===== src/rtl/mem_arbiter.sv =====
// rtl/mem_arbiter.sv - round-robin arbiter sharing one memory port between several masters
module mem_arbiter #(
    parameter int PORTS      = 2,
    parameter int ADDR_WIDTH = 24,
    parameter int DATA_WIDTH = 12,
    parameter int MAX_HOLD   = 8,
    localparam int OW = (PORTS > 1) ? $clog2(PORTS) : 1,
    localparam int HW = (MAX_HOLD > 1) ? $clog2(MAX_HOLD) : 1
) (
    input  logic                          clk,
    input  logic                          rst,
    input  logic [PORTS-1:0]              port_valid,
    input  logic [PORTS-1:0]              port_lock,
    input  logic [PORTS*ADDR_WIDTH-1:0]   port_address,
    input  logic [PORTS-1:0]              port_read,
    input  logic [PORTS-1:0]              port_write,
    input  logic [PORTS*DATA_WIDTH-1:0]   port_data_out,
    output logic [PORTS-1:0]              port_ready,
    output logic [DATA_WIDTH-1:0]         port_data_in,
    output logic [ADDR_WIDTH-1:0]         mem_address,
    output logic                          mem_read,
    output logic                          mem_write,
    output logic [DATA_WIDTH-1:0]         mem_data_out,
    input  logic [DATA_WIDTH-1:0]         mem_data_in,
    input  logic                          mem_ready,
    output logic [OW-1:0]                 owner
);

    logic [OW-1:0]           owner_q, owner_d;
    logic [HW-1:0]           hold_ctr_q, hold_ctr_d;
    logic                    sel_valid, sel_lock, sel_read, sel_write;
    logic [ADDR_WIDTH-1:0]   sel_addr;
    logic [DATA_WIDTH-1:0]   sel_data;
    logic [PORTS-1:0]        others;
    logic [2*PORTS-1:0]      rotated;
    logic [OW-1:0]           target;
    logic                    found, completion, waiting, handover, hold_full;

    always_comb begin
        sel_valid = 1'b0;
        sel_lock  = 1'b0;
        sel_read  = 1'b0;
        sel_write = 1'b0;
        sel_addr  = '0;
        sel_data  = '0;
        others    = '0;
        for (int i = 0; i < PORTS; i++) begin
            if (owner_q == OW'(i)) begin
                sel_valid = port_valid[i];
                sel_lock  = port_lock[i];
                sel_read  = port_read[i];
                sel_write = port_write[i];
                sel_addr  = port_address[i*ADDR_WIDTH +: ADDR_WIDTH];
                sel_data  = port_data_out[i*DATA_WIDTH +: DATA_WIDTH];
            end else begin
                others[i] = port_valid[i];
            end
        end
    end

    // Bit k of rotated is the request of port (owner+k) mod PORTS.
    always_comb begin
        rotated = {port_valid, port_valid} >> owner_q;
        target  = owner_q;
        found   = 1'b0;
        for (int k = 1; k < PORTS; k++) begin
            if (!found && rotated[k]) begin
                target = OW'((int'(owner_q) + k) % PORTS);
                found  = 1'b1;
            end
        end
    end

    always_comb begin
        completion = sel_valid & (sel_read | sel_write) & mem_ready;
        waiting    = |others;
        hold_full  = (hold_ctr_q == HW'(MAX_HOLD - 1));
        handover   = waiting & (~sel_valid | (completion & (~sel_lock | hold_full)));
        owner_d    = owner_q;
        hold_ctr_d = hold_ctr_q;
        if (handover) begin
            owner_d    = target;
            hold_ctr_d = '0;
        end else if (!waiting) begin
            hold_ctr_d = '0;
        end else if (completion && !hold_full) begin
            hold_ctr_d = hold_ctr_q + 1'b1;
        end
    end

    always_ff @(posedge clk or posedge rst) begin
        if (rst) begin
            owner_q    <= '0;
            hold_ctr_q <= '0;
        end else begin
            owner_q    <= owner_d;
            hold_ctr_q <= hold_ctr_d;
        end
    end

    always_comb begin
        mem_address  = (!rst && sel_valid) ? sel_addr : '0;
        mem_write    = !rst & sel_valid & sel_write;
        mem_read     = !rst & sel_valid & sel_read & ~sel_write;
        mem_data_out = mem_write ? sel_data : '0;
        for (int i = 0; i < PORTS; i++) begin
            port_ready[i] = !rst & (owner_q == OW'(i)) & mem_ready;
        end
        port_data_in = mem_data_in;
        owner        = owner_q;
    end

endmodule


===== config.mk =====
export PLATFORM = sky130hd
export DESIGN_NAME = mem_arbiter
export DESIGN_NICKNAME = d
export VERILOG_FILES = /design/src/rtl/mem_arbiter.sv
export SDC_FILE = /design/constraint.sdc
export NUM_CORES = 1
export LEC_CHECK = 0
export ABC_CLOCK_PERIOD_IN_PS = 1700
export BUFFER_PORTS_ARGS = -buffer_cell sky130_fd_sc_hd__buf_2
export CAP_MARGIN = 20
export CORE_MARGIN = 10
export CORE_UTILIZATION = 30
export CTS_BUF_LIST = sky130_fd_sc_hd__clkbuf_4 sky130_fd_sc_hd__clkbuf_8
export DETAILED_ROUTE_END_ITERATION = 7
export PLACE_DENSITY = 0.85
export SKIP_LAST_GASP = 1
export SYNTH_ARGS = -nofsm -noshare
export SYNTH_HDL_FRONTEND = slang
export SYNTH_SLANG_ARGS = --single-unit

===== constraint.sdc =====
create_clock -name clk -period 1.7 [get_ports clk]
set_input_delay 0.34 -clock clk [delete_from_list [all_inputs] [get_ports clk]]
set_output_delay 0.34 -clock clk [all_outputs]
set_load 0.05 [all_outputs]

==> metrics.md, run 1 <==
| Metric | Value |
|---|---|
| Syn Nets | 228 |
| Die Y | 76.12 um |
| Initial antenna violation count | 3 |
| Sequential area share after synthesis | 10.60% |
| Largest net degree at the start of global routing | 20 |
| Failing step | global routing (5_1_grt) |
| Netlist Area Pre-Place | 944.7 sq um |
| Total CTS buffers | 3 |
| # rows | 20 |
| GRT Total Usage | 53.21% |
| # hold bufs at CTS | 0 |
| Synthesized flop and latch total | 4 |
| GRT overflow | 6 |
| Synth warn | 0 |
| Port Buffer Count | 123 |
| First Err | [ERROR GRT-0232] Routing congestion too high. Check the congestion heatmap in the GUI. |
| Ports | 148 |
| Clock sinks | 4 |
| Worst endpoint type | output port |
| Initial cell density of the core | 31.20% |
| H-tree depth | 1 |
| CTS Buffer Depth | 2 |
| Count of different cell masters after synthesis | 22 |
| Status | aborted with a tool error |
| CTS root buf | clkbuf_4 |
| Avg Synthesized Cell Area | 7.211 sq um |
| Cells after synthesis | 131 |
| Gpl congestion | 0.7459 |
| Dpl hpwl | 4390 um |
| GRT worst endpoint | mem_data_out[8] |
| Die width | 76.12 um |
==> synthesized netlist by cell type (all sizes together) <==
cell	instances	share of area, %
o21ai	1	0.53
ha	2	2.6
buf	20	14
o211ai	1	0.79
nand3	4	2.1
mux2i	37	39
nor3b	1	0.79
nand3b	1	0.79
a21oi	3	1.6
nor2	38	15
dfrtp	4	11
inv	3	1.2
o21bai	1	0.79
o311a	1	1.1
o311ai	1	0.93
o32a	1	1.1
or3b	1	0.93
nand2	8	3.2
mux2	1	1.2
or4b	1	1.1
and3	1	0.66
==> through the flow <==
stage	cell area (sq um)	worst slack, ns	instances	hold slack, ns	TNS, ns
2_1_floorplan	1315	-0.08148	131	0.1713	-2.465
3_3_place_gp	1949	-0.001339	289	0.4778	-0.002391
3_5_place_dp	1949	-0.01354	289	0.4965	-0.1239
4_1_cts	2591	-0.2210	304	0.2953	-7.464
==> layer usage <==
| metal | GRT overflow | GRT usage, % |
|---|---|---|
| met1 | 0 | 50.34 |
| met5 | 0 | 0 |
| met3 | 0 | 41.04 |
| met4 | 4 | 57.06 |
| met2 | 2 | 68.79 |
==> repair_timing <==
action | CTS
resized for setup | 114
cloned | 4
endpoints found under the setup margin | 40
pin swaps | 8
buffers inserted | 7
==> cell families after synthesis <==
kind of cell / share of synthesized area, %
and+or+nand+nor: 24.64
muxes: 40.40
buffers and inverters: 14.97
AOI/OAI and AO/OA: 6.755
DFF: 10.60
adders and majority gates: 2.649
==> run 2, diff against run 1 <==
--- a/config.mk
+++ b/config.mk
@@ -8,11 +8,10 @@
 export ABC_CLOCK_PERIOD_IN_PS = 1700
 export BUFFER_PORTS_ARGS = -buffer_cell sky130_fd_sc_hd__buf_2
 export CAP_MARGIN = 20
-export CORE_MARGIN = 10
-export CORE_UTILIZATION = 30
-export CTS_BUF_LIST = sky130_fd_sc_hd__clkbuf_4 sky130_fd_sc_hd__clkbuf_8
+export CORE_AREA = 10 10 71 73
 export DETAILED_ROUTE_END_ITERATION = 7
-export PLACE_DENSITY = 0.85
+export DIE_AREA = 0 0 81 83
+export PLACE_DENSITY_LB_ADDON = 0.15
 export SKIP_LAST_GASP = 1
 export SYNTH_ARGS = -nofsm -noshare
 export SYNTH_HDL_FRONTEND = slang
==> run 2 against run 1 <==
Area after synthesis unchanged. The flow now finishes, with violations (setup timing). Synthesized cell count unchanged.
==> metrics.md, run 2 <==
| Metric | Value |
|---|---|
| Slew margin rel. | 62.51% |
| Crit path largest cell delay | 0.42 ns |
| H-tree depth | 1 |
| Fin crit share | 109.3% |
| Slew @ Worst Pin | 0.5536 ns |
| DIE AREA | 6723 sq um |
| Fmax | 538.4 MHz |
| Multi-input gate area | 1281 sq um |
| Max FFs per register | 3 |
| CTS root buf | clkbuf_8 |
| Largest net degree at the start of global routing | 18 |
| RSZ-0062 raised after global routing | true |
| Reg with most FFs | hold_ctr_q |
| Clock skew | 0.01125 ns |
| DR WL/cell | 18.50 um |
| Initial cell density of the core | 26.00% |
| Antenna cell count | 0 |
| Top-area cell type share of the netlist area | 39.21% |
| TritonCTS clock tree | done |
| Worst vdd ir | 0.4953 mV |
| Layout cells sized above 1 | 84.50% |
| DR vias/cell | 4.725 |
| Power consumption | 0.001579 W |
| First-pass GRT wire length | 7762 um |
| Clock sinks | 4 |
| Largest cells by area after synthesis | mux2i_1 (39%), nor2_1 (15%), dfrtp_1 (11%) |
| Post-DRT Antenna Nets | 0 |
| Post-route setup slack | -0.1575 ns |
| Startpoint types | flip-flop |
| Crit path DAT | 1.52 ns |
| Ports | 148 |
| Gpl congestion | 0.8027 |
| Netlist Area Pre-Place | 944.7 sq um |
| Top cells by count, synth | nor2_1 (38), mux2i_1 (37), buf_4 (12), buf_2 (8), nand2_1 (8) |
| Slew Limit Fails | 0 |
| Count of different cell masters after synthesis | 22 |
| Avg Synthesized Cell Area | 7.211 sq um |
| Switch share | 47.06% |
| Total CTS buffers | 3 |
| Ys async rst share | 100.0% |
| LEAKAGE | 1.185 nW |
| GRT Total Usage | 13.93% |
| Worst Hold Class | input pin to async pin |
| Final hold violation count | 0 |
| Total wire length | 5660 um |
| Main synth FF type | dfrtp_1 |
| Drc violations | 0 |
| Vias in the first global route | 1,547 |
| M1 wire length | 1986 um |
| P&R area growth vs syn | 182.5% |
| Sequential area share after synthesis | 10.60% |
| Failing checks | setup timing |
| Max Used Layer | met4 |
| Clock power frac | 13.8% |
| Worst-path clk slew | 0.04 ns |
| Sequential share of power | 6.9% |
| Synthesized flop and latch total | 4 |
| Commonest non-fill, non-tap cells in the layout | buf_2 (84), nor2_4 (37), buf_6 (31), mux2i_4 (18) |
| PD cells | 591.7 nW/um^2 |
| P_sw | 0.0007432 W |
| Filler cells | 262 |
| Worst EP required | 1.36 ns |
| Syn Nets | 228 |
| # rows | 22 |
| Register Area | 101.3 sq um |
| WHS | 0.05311 ns |
| # nets final | 356 |
| Initial antenna violation count | 0 |
| Die width | 81 um |
| Worst-path cell chain | buf_6 -> buf_12 -> mux2i_2 -> nor2_4 -> buf_8 |
| Crit path time final | 1.857 ns |
| Max-cap violations | 0 |
| Via count | 1,446 |
| Combinational share of power | 79.3% |
| Cells after synthesis | 131 |
| Most frequent cell after synthesis | nor2_1 |
| Status | finished, violations left |
| # hold bufs at CTS | 0 |
| Maximum fanout along the worst path | 9 |
| Routed met2 length | 3155 um |
| EDFF count, synth | 0 |
| DR iter-0 viols | 19 |
| Slowest CP cell | dfrtp_2 |
| Internal Power | 0.0008359 W |
| Dpl hpwl | 4181 um |
| Detail Route met3 WL | 508 um |
| Commonest non-fill, non-tap cell in the layout | buf_2 |
| GRT overflow | 0 |
| Port Buffer Count | 123 |
| CP Class | flip-flop to primary output |
| Synth warn | 0 |
| Critical path endpoint category | primary output |
| Synth area leader | mux2i_1 |
| Die Y | 83 um |
| Core Footprint | 3633 sq um |
| Worst-Skew Late Latency | 0.22 ns |
| Final setup fails | 39 |
| CTS Buffer Depth | 2 |
| Router iterations before antenna repair | 4 |
run 2: cell counts after synthesis:
No cell type changed its count.
run 2: path summary, 6_finish.rpt:
check	start	end	slack, ns	cells past startpoint
hold reg to reg	hold_ctr_q[2]$_DFFE_PP0P_	hold_ctr_q[2]$_DFFE_PP0P_	0.53	2
max in group asynchronous	rst	hold_ctr_q[1]$_DFFE_PP0P_	1.35	3
setup / recovery	owner$_DFFE_PP0P_	mem_address[13]	-0.16	5
hold / removal	rst	owner$_DFFE_PP0P_	0.05	2
min in group clk	port_valid[0]	owner$_DFFE_PP0P_	0.52	4
setup reg to reg	owner$_DFFE_PP0P_	owner$_DFFE_PP0P_	0.10	5
run 2: cell families after synthesis:
| family | synth area share [%] |
|---|---|
| and+or+nand+nor | 24.64 |
| muxes | 40.40 |
| buffers and inverters | 14.97 |
| AOI/OAI and AO/OA | 6.755 |
| DFF | 10.60 |
| adders and majority gates | 2.649 |
run 2: timing repair:
| item | 4_1_cts | 5_1_grt |
|---|---|---|
| setup endpoints to repair | 39 | 43 |
| cloned | 1 | 1 |
| gates resized for setup | 92 | 53 |
| setup buffers | 3 | 0 |
| pin swaps | 5 | 4 |
run 2: layer usage:
| metal | up-vias | track usage, % |
|---|---|---|
| met5 | - | 0 |
| met4 | 0 | 1.408 |
| met3 | 4 | 5.603 |
| met2 | 70 | 26.59 |
| met1 | 678 | 13.82 |
| li1 | 694 | - |
run 2: layout make-up:
type	instances	share of cell area (%)
multi-input combinational	104	48.01
inverter	3	0.7032
tap	48	2.250
clock buffer	4	1.688
timing repair buffer	143	43.55
sequential	4	3.797
run 2: through the flow:
stage                     instance area (sq um)  setup WS [ns]  cells  utilization, %  setup TNS (ns)
after floorplan                            1315       -0.08148    131               -          -2.465
after global placement                     2007      -0.009829    300           55.23        -0.09265
after detailed placement                   2007      -0.008242    300           55.23        -0.06679
after CTS                                  2401        -0.1781    307           66.08          -5.281
after global routing                       2669        -0.2362    306           73.45          -6.816
final                                      2669        -0.1575    306           73.45          -4.301
run 2: worst max-delay path: cells and delay by family (launching register included):
family / cells / cell delay [ns]
and+or+nand+nor: 1 / 0.07
DFF: 1 / 0.42
buffers and inverters: 3 / 0.48
muxes: 1 / 0.30
run 2: power by group through the flow:
stage	clock network, W	logic [W]	registers [W]
after floorplan	0	0.000729	0.000121
after global placement	0	0.000918	0.000109
after detailed placement	0	0.000922	0.000108
after CTS	0.000224	0.00108	0.000108
after global routing	0.000232	0.00131	0.000110
final	0.000219	0.00125	0.000109
Note: power is estimated with default switching activity, not from simulation.
==> run 3, diff against run 2 <==
--- a/config.mk
+++ b/config.mk
@@ -8,9 +8,11 @@
 export ABC_CLOCK_PERIOD_IN_PS = 1700
 export BUFFER_PORTS_ARGS = -buffer_cell sky130_fd_sc_hd__buf_2
 export CAP_MARGIN = 20
-export CORE_AREA = 10 10 71 73
+export CELL_PAD_IN_SITES_DETAIL_PLACEMENT = 1
+export CELL_PAD_IN_SITES_GLOBAL_PLACEMENT = 1
+export CORE_MARGIN = 10
+export CORE_UTILIZATION = 16
 export DETAILED_ROUTE_END_ITERATION = 7
-export DIE_AREA = 0 0 81 83
 export PLACE_DENSITY_LB_ADDON = 0.15
 export SKIP_LAST_GASP = 1
 export SYNTH_ARGS = -nofsm -noshare
==> run 3 against run 2 <==
Critical endpoint unchanged. Global-route usage decreased by 2.4 points. Setup slack gained 0.028 ns. The run still ends with setup timing left. Sequential share of layout area hardly changed. Via count down 2.6%. Clock skew down 0.010 ns.
==> metrics.md, run 3 (synthesis results as in run 2) <==
| Metric | Value |
|---|---|
| Maximum fanout along the worst path | 7 |
| Largest net degree at the start of global routing | 15 |
| Post-route setup slack | -0.1296 ns |
| # nets final | 357 |
| Slew Limit Fails | 0 |
| Antenna cell count | 0 |
| Die Y | 96.84 um |
| Ports | 148 |
| Post-DRT Antenna Nets | 0 |
| Slew @ Worst Pin | 0.2711 ns |
| Worst-Skew Late Latency | 0.22 ns |
| Max-cap violations | 0 |
| LEAKAGE | 1.222 nW |
| P&R area growth vs syn | 181.1% |
| Total wire length | 5777 um |
| Internal Power | 0.0008059 W |
| Gpl congestion | 0.7655 |
| Drc violations | 0 |
| WHS | 0.3319 ns |
| Crit path time final | 1.830 ns |
| Switch share | 47.15% |
| Initial antenna violation count | 0 |
| Placed cell area | 2049 sq um |
| Clock sinks | 4 |
| Worst-path clk slew | 0.03 ns |
| H-tree depth | 1 |
| Fmax | 546.6 MHz |
| Port Buffer Count | 123 |
| Layout cells sized above 1 | 82.24% |
| Worst vdd ir | 0.3868 mV |
| Clock power frac | 13.9% |
| Critical path endpoint category | primary output |
| Worst EP required | 1.36 ns |
| DR iter-0 viols | 13 |
| Status | finished, violations left |
| Sequential share of power | 7.3% |
| Slew margin rel. | 81.41% |
| Vias in the first global route | 1,587 |
| Fin crit share | 107.6% |
| Commonest non-fill, non-tap cells in the layout | buf_2 (83), nor2_4 (37), buf_6 (28), mux2i_1 (22), buf_8 (18) |
| Total CTS buffers | 3 |
| CP Class | flip-flop to primary output |
| Max FFs per register | 3 |
| Final Util | 47.34% |
| TritonCTS clock tree | done |
| Via count | 1,408 |
| Dpl hpwl | 4940 um |
| P_sw | 0.0007189 W |
| CTS root buf | clkbuf_8 |
| Initial cell density of the core | 16.85% |
| GRT Total Usage | 11.55% |
| Failing checks | setup timing |
| Combinational share of power | 78.8% |
| Commonest non-fill, non-tap cell in the layout | buf_2 |
| Setup TNS | -4.032 ns |
| Crit path DAT | 1.49 ns |
| DIE AREA | 9378 sq um |
| Worst Hold Class | input pin to async pin |
| DR WL/cell | 17.45 um |
| RSZ-0062 raised after global routing | true |
| Core Footprint | 5608 sq um |
| Startpoint types | flip-flop |
| PD cells | 574.3 nW/um^2 |
| Final hold violation count | 0 |
| First-pass GRT wire length | 9121 um |
| # rows | 27 |
| CTS Buffer Depth | 2 |
| DR vias/cell | 4.254 |
| Filler cells | 642 |
| Reg with most FFs | hold_ctr_q |
| Power consumption | 0.001525 W |
| Clock skew | 0.0009630 ns |
| Final setup fails | 39 |
| Router iterations before antenna repair | 3 |
| Die width | 96.84 um |
| GRT overflow | 0 |
| Final instance area | 2655 sq um |
==> run 3: cell count changes in the layout (fill, tap and decap cells not counted), sizes merged <==
cell / before / now
buf: 142 / 144
clkbuf: 5 / 4
clkinvlp: 2 / 1
inv: 1 / 2
==> run 3: stage by stage <==
stage / instances / worst slack, ns
after floorplan: 131 / -0.08148
after global placement: 324 / -0.02517
after detailed placement: 324 / -0.04456
after CTS: 329 / -0.1406
after global routing: 331 / -0.1981
final: 331 / -0.1296
==> run 3: final timing paths <==
kind | start | end | slack [ns] | cells past startpoint
max reg2reg | owner$_DFFE_PP0P_ | owner$_DFFE_PP0P_ | -0.02 | 6
min reg2reg | hold_ctr_q[1]$_DFFE_PP0P_ | hold_ctr_q[1]$_DFFE_PP0P_ | 0.53 | 2
min in group clk | port_valid[1] | owner$_DFFE_PP0P_ | 0.47 | 3
max | owner$_DFFE_PP0P_ | mem_address[13] | -0.13 | 5
min | rst | owner$_DFFE_PP0P_ | 0.33 | 3
max in group asynchronous | rst | hold_ctr_q[2]$_DFFE_PP0P_ | 1.24 | 3
==> run 3: final cells by class <==
| cell class | instances | area (sq um) | share of cell area [%] |
|---|---|---|---|
| tap | 72 | 90.09 | 3.393 |
| multi-input combinational | 104 | 1202 | 45.29 |
| inverter | 3 | 15.01 | 0.5655 |
| sequential | 4 | 101.3 | 3.817 |
| timing repair buffer | 144 | 1201 | 45.24 |
| clock buffer | 4 | 45.04 | 1.697 |
==> run 3: worst max-delay path, stage by stage, from the launching register on <==
cell	delay (ns)
dfrtp_2	0.45
mux2_4	0.35
nand2_8	0.11
buf_12	0.16
nor2_4	0.04
buf_8	0.15
==> run 3: per-layer routing <==
layer | vias to the layer above | global-route usage, % | routed length [um]
met3 | 8 | 3.478 | 385
met4 | 0 | 1.240 | 19
met2 | 58 | 22.29 | 3309
met1 | 643 | 12.20 | 2062
li1 | 699 | - | -
met5 | - | 0 | 0
==> run 3: what timing repair did <==
item	CTS	global route
buffers inserted	1	2
resized for setup	111	30
hold buffers	0	0
pin swaps	11	6
endpoints found under the setup margin	40	42
==> run 3: power by group through the flow <==
stage               logic, W  registers, W  clock network (W)
floorplan           0.000729      0.000121                  0
global placement    0.000929      0.000109                  0
detailed placement  0.000938      0.000109                  0
CTS                  0.00112      0.000111           0.000220
global route         0.00127      0.000112           0.000229
finish               0.00120      0.000111           0.000212
==> run 4, diff against run 3 <==
--- a/config.mk
+++ b/config.mk
@@ -10,7 +10,7 @@
 export CAP_MARGIN = 20
 export CELL_PAD_IN_SITES_DETAIL_PLACEMENT = 1
 export CELL_PAD_IN_SITES_GLOBAL_PLACEMENT = 1
-export CORE_MARGIN = 10
+export CORE_MARGIN = 1
 export CORE_UTILIZATION = 16
 export DETAILED_ROUTE_END_ITERATION = 7
 export PLACE_DENSITY_LB_ADDON = 0.15
==> run 4 against run 3 <==
The flow still finishes with violations (setup timing). Sequential power hardly changed. Clock power hardly changed. First-iteration DRC count is 54% higher. Clock skew is 0.0064 ns higher. Global-route usage is 2.0 points higher. Register-to-register slack better by 0.07 ns. Fmax is 5.4% lower. Sequential share of layout area is 0.071 points higher. Power is 1.1% lower.
==> metrics.md, run 4 (synthesis results as in run 2) <==
| Metric | Value |
|---|---|
| R2r endpoint | owner$_DFFE_PP0P_ |
| Worst-case reg-to-reg path depth | 6 |
| Critical path endpoint category | primary output |
| LEAKAGE | 1.290 nW |
| Worst Hold Class | input pin to async pin |
| Vias in the first global route | 1,383 |
| Final setup fails | 39 |
| Ports | 148 |
| Final hold violation count | 0 |
| Status | finished, violations left |
| TritonCTS clock tree | done |
| Slew Limit Fails | 0 |
| Initial antenna violation count | 0 |
| Reg with most FFs | hold_ctr_q |
| # nets final | 369 |
| Slew @ Worst Pin | 0.3446 ns |
| CTS Buffer Depth | 2 |
| Final Util | 46.47% |
| Largest net degree at the start of global routing | 29 |
| Fmax | 517.2 MHz |
| DR WL/cell | 13.74 um |
| GRT Total Usage | 13.54% |
| Total CTS buffers | 3 |
| Dpl hpwl | 3549 um |
| P&R area growth vs syn | 175.9% |
| Die width | 78.84 um |
| DR vias/cell | 4.297 |
| Gpl congestion | 0.6932 |
| Max FFs per register | 3 |
| Total wire length | 4714 um |
| Slew margin rel. | 76.99% |
| WHS | 0.08642 ns |
| PD cells | 578.8 nW/um^2 |
| Startpoint types | flip-flop |
| RSZ-0062 raised after global routing | true |
| Post-route setup slack | -0.2334 ns |
| Setup TNS | -6.295 ns |
| Crit path DAT | 1.59 ns |
| Via count | 1,474 |
| Antenna cell count | 0 |
| Clock skew | 0.007407 ns |
| Layout cells sized above 1 | 78.60% |
| Commonest non-fill, non-tap cell in the layout | buf_2 |
| GRT overflow | 0 |
| Router iterations before antenna repair | 4 |
| Core Footprint | 5608 sq um |
| Worst EP required | 1.36 ns |
| CTS root buf | clkbuf_8 |
| Clock sinks | 4 |
| Fin crit share | 113.7% |
| Drc violations | 0 |
| Failing checks | setup timing |
| H-tree depth | 1 |
| Initial cell density of the core | 16.85% |
| Worst vdd ir | 0.3334 mV |
| Worst-Skew Late Latency | 0.22 ns |
| DIE AREA | 6216 sq um |
| FF-to-FF Start | owner$_DFFE_PP0P_ |
| Die Y | 78.84 um |
| Port Buffer Count | 123 |
| Worst-path clk slew | 0.04 ns |
| Max-cap violations | 0 |
| Commonest non-fill, non-tap cells in the layout | buf_2 (84), nor2_4 (37), buf_6 (33), mux2i_1 (32), buf_4 (21) |
| DR iter-0 viols | 20 |
| # rows | 27 |
| Maximum fanout along the worst path | 5 |
| First-pass GRT wire length | 6686 um |
| CP Class | flip-flop to primary output |
| # hold bufs at CTS | 0 |
| Post-DRT Antenna Nets | 0 |
| Crit path time final | 1.933 ns |
| R2R setup slack | 0.05 ns |
[run 4: cell types whose count changed in the layout (fill, tap and decap cells not counted), sizes merged]
cell / before / now
buf: 144 / 155
clkbuf: 4 / 5
[run 4: timing repair]
| action | in CTS | in global routing |
|---|---|---|
| endpoints found under the setup margin | 40 | 42 |
| gates cloned | 2 | 1 |
| buffers inserted | 3 | 13 |
| pin swaps | 5 | 10 |
| gates resized for setup | 70 | 34 |
[run 4: layer usage]
metal / wire length, um / vias up / track usage, %
met5: 0 / - / 0
met4: 25 / 0 / 3.091
met3: 374 / 4 / 3.218
met2: 2597 / 66 / 25.39
met1: 1717 / 686 / 15.31
li1: - / 718 / -
[run 4: where the power goes]
group	internal, W	switching (W)
combinational	0.000554	0.000628
clock	0.000161	0.0000546
sequential	0.000101	0.0000102
total	0.000816	0.000693
[run 4: worst max-delay path by stage]
stage                                 start                to  slack [ns]  depth (start not counted)
after floorplan           owner$_DFFE_PP0P_   mem_address[10]       -0.08                          4
after global placement    owner$_DFFE_PP0P_  mem_data_out[11]       -0.03                          7
after detailed placement  owner$_DFFE_PP0P_   mem_data_out[0]       -0.03                          7
after CTS                 owner$_DFFE_PP0P_   mem_data_out[0]       -0.22                          7
after global routing      owner$_DFFE_PP0P_   mem_address[19]       -0.28                          6
final                     owner$_DFFE_PP0P_   mem_address[19]       -0.23                          6
[run 4: layout make-up]
cell class / instances / area [sq um]
inverters: 3 / 15.01
multi-input cells: 104 / 1072
fillers: 665 / 3002
flip-flops and latches: 4 / 101.3
well taps: 72 / 90.09
repair buffers: 156 / 1282
clock buffers: 4 / 45.04
[run 4: critical path, cell delays in order (launching register included)]
cell and delay [ns]:
dfrtp_2 0.46, mux2_4 0.35, nand2_8 0.11, buf_12 0.12
buf_12 0.13, nor2_4 0.05, buf_8 0.15
[run 4: metrics by stage]
step / instance area [sq um] / instances / total power [W] / setup WS [ns]
after floorplan: 1315 / 131 / 0.0008496 / -0.08148
after global placement: 2002 / 321 / 0.001016 / -0.02704
after detailed placement: 2002 / 321 / 0.001019 / -0.03388
after CTS: 2360 / 330 / 0.001380 / -0.2207
after global routing: 2606 / 343 / 0.001586 / -0.2793
final: 2606 / 343 / 0.001509 / -0.2334
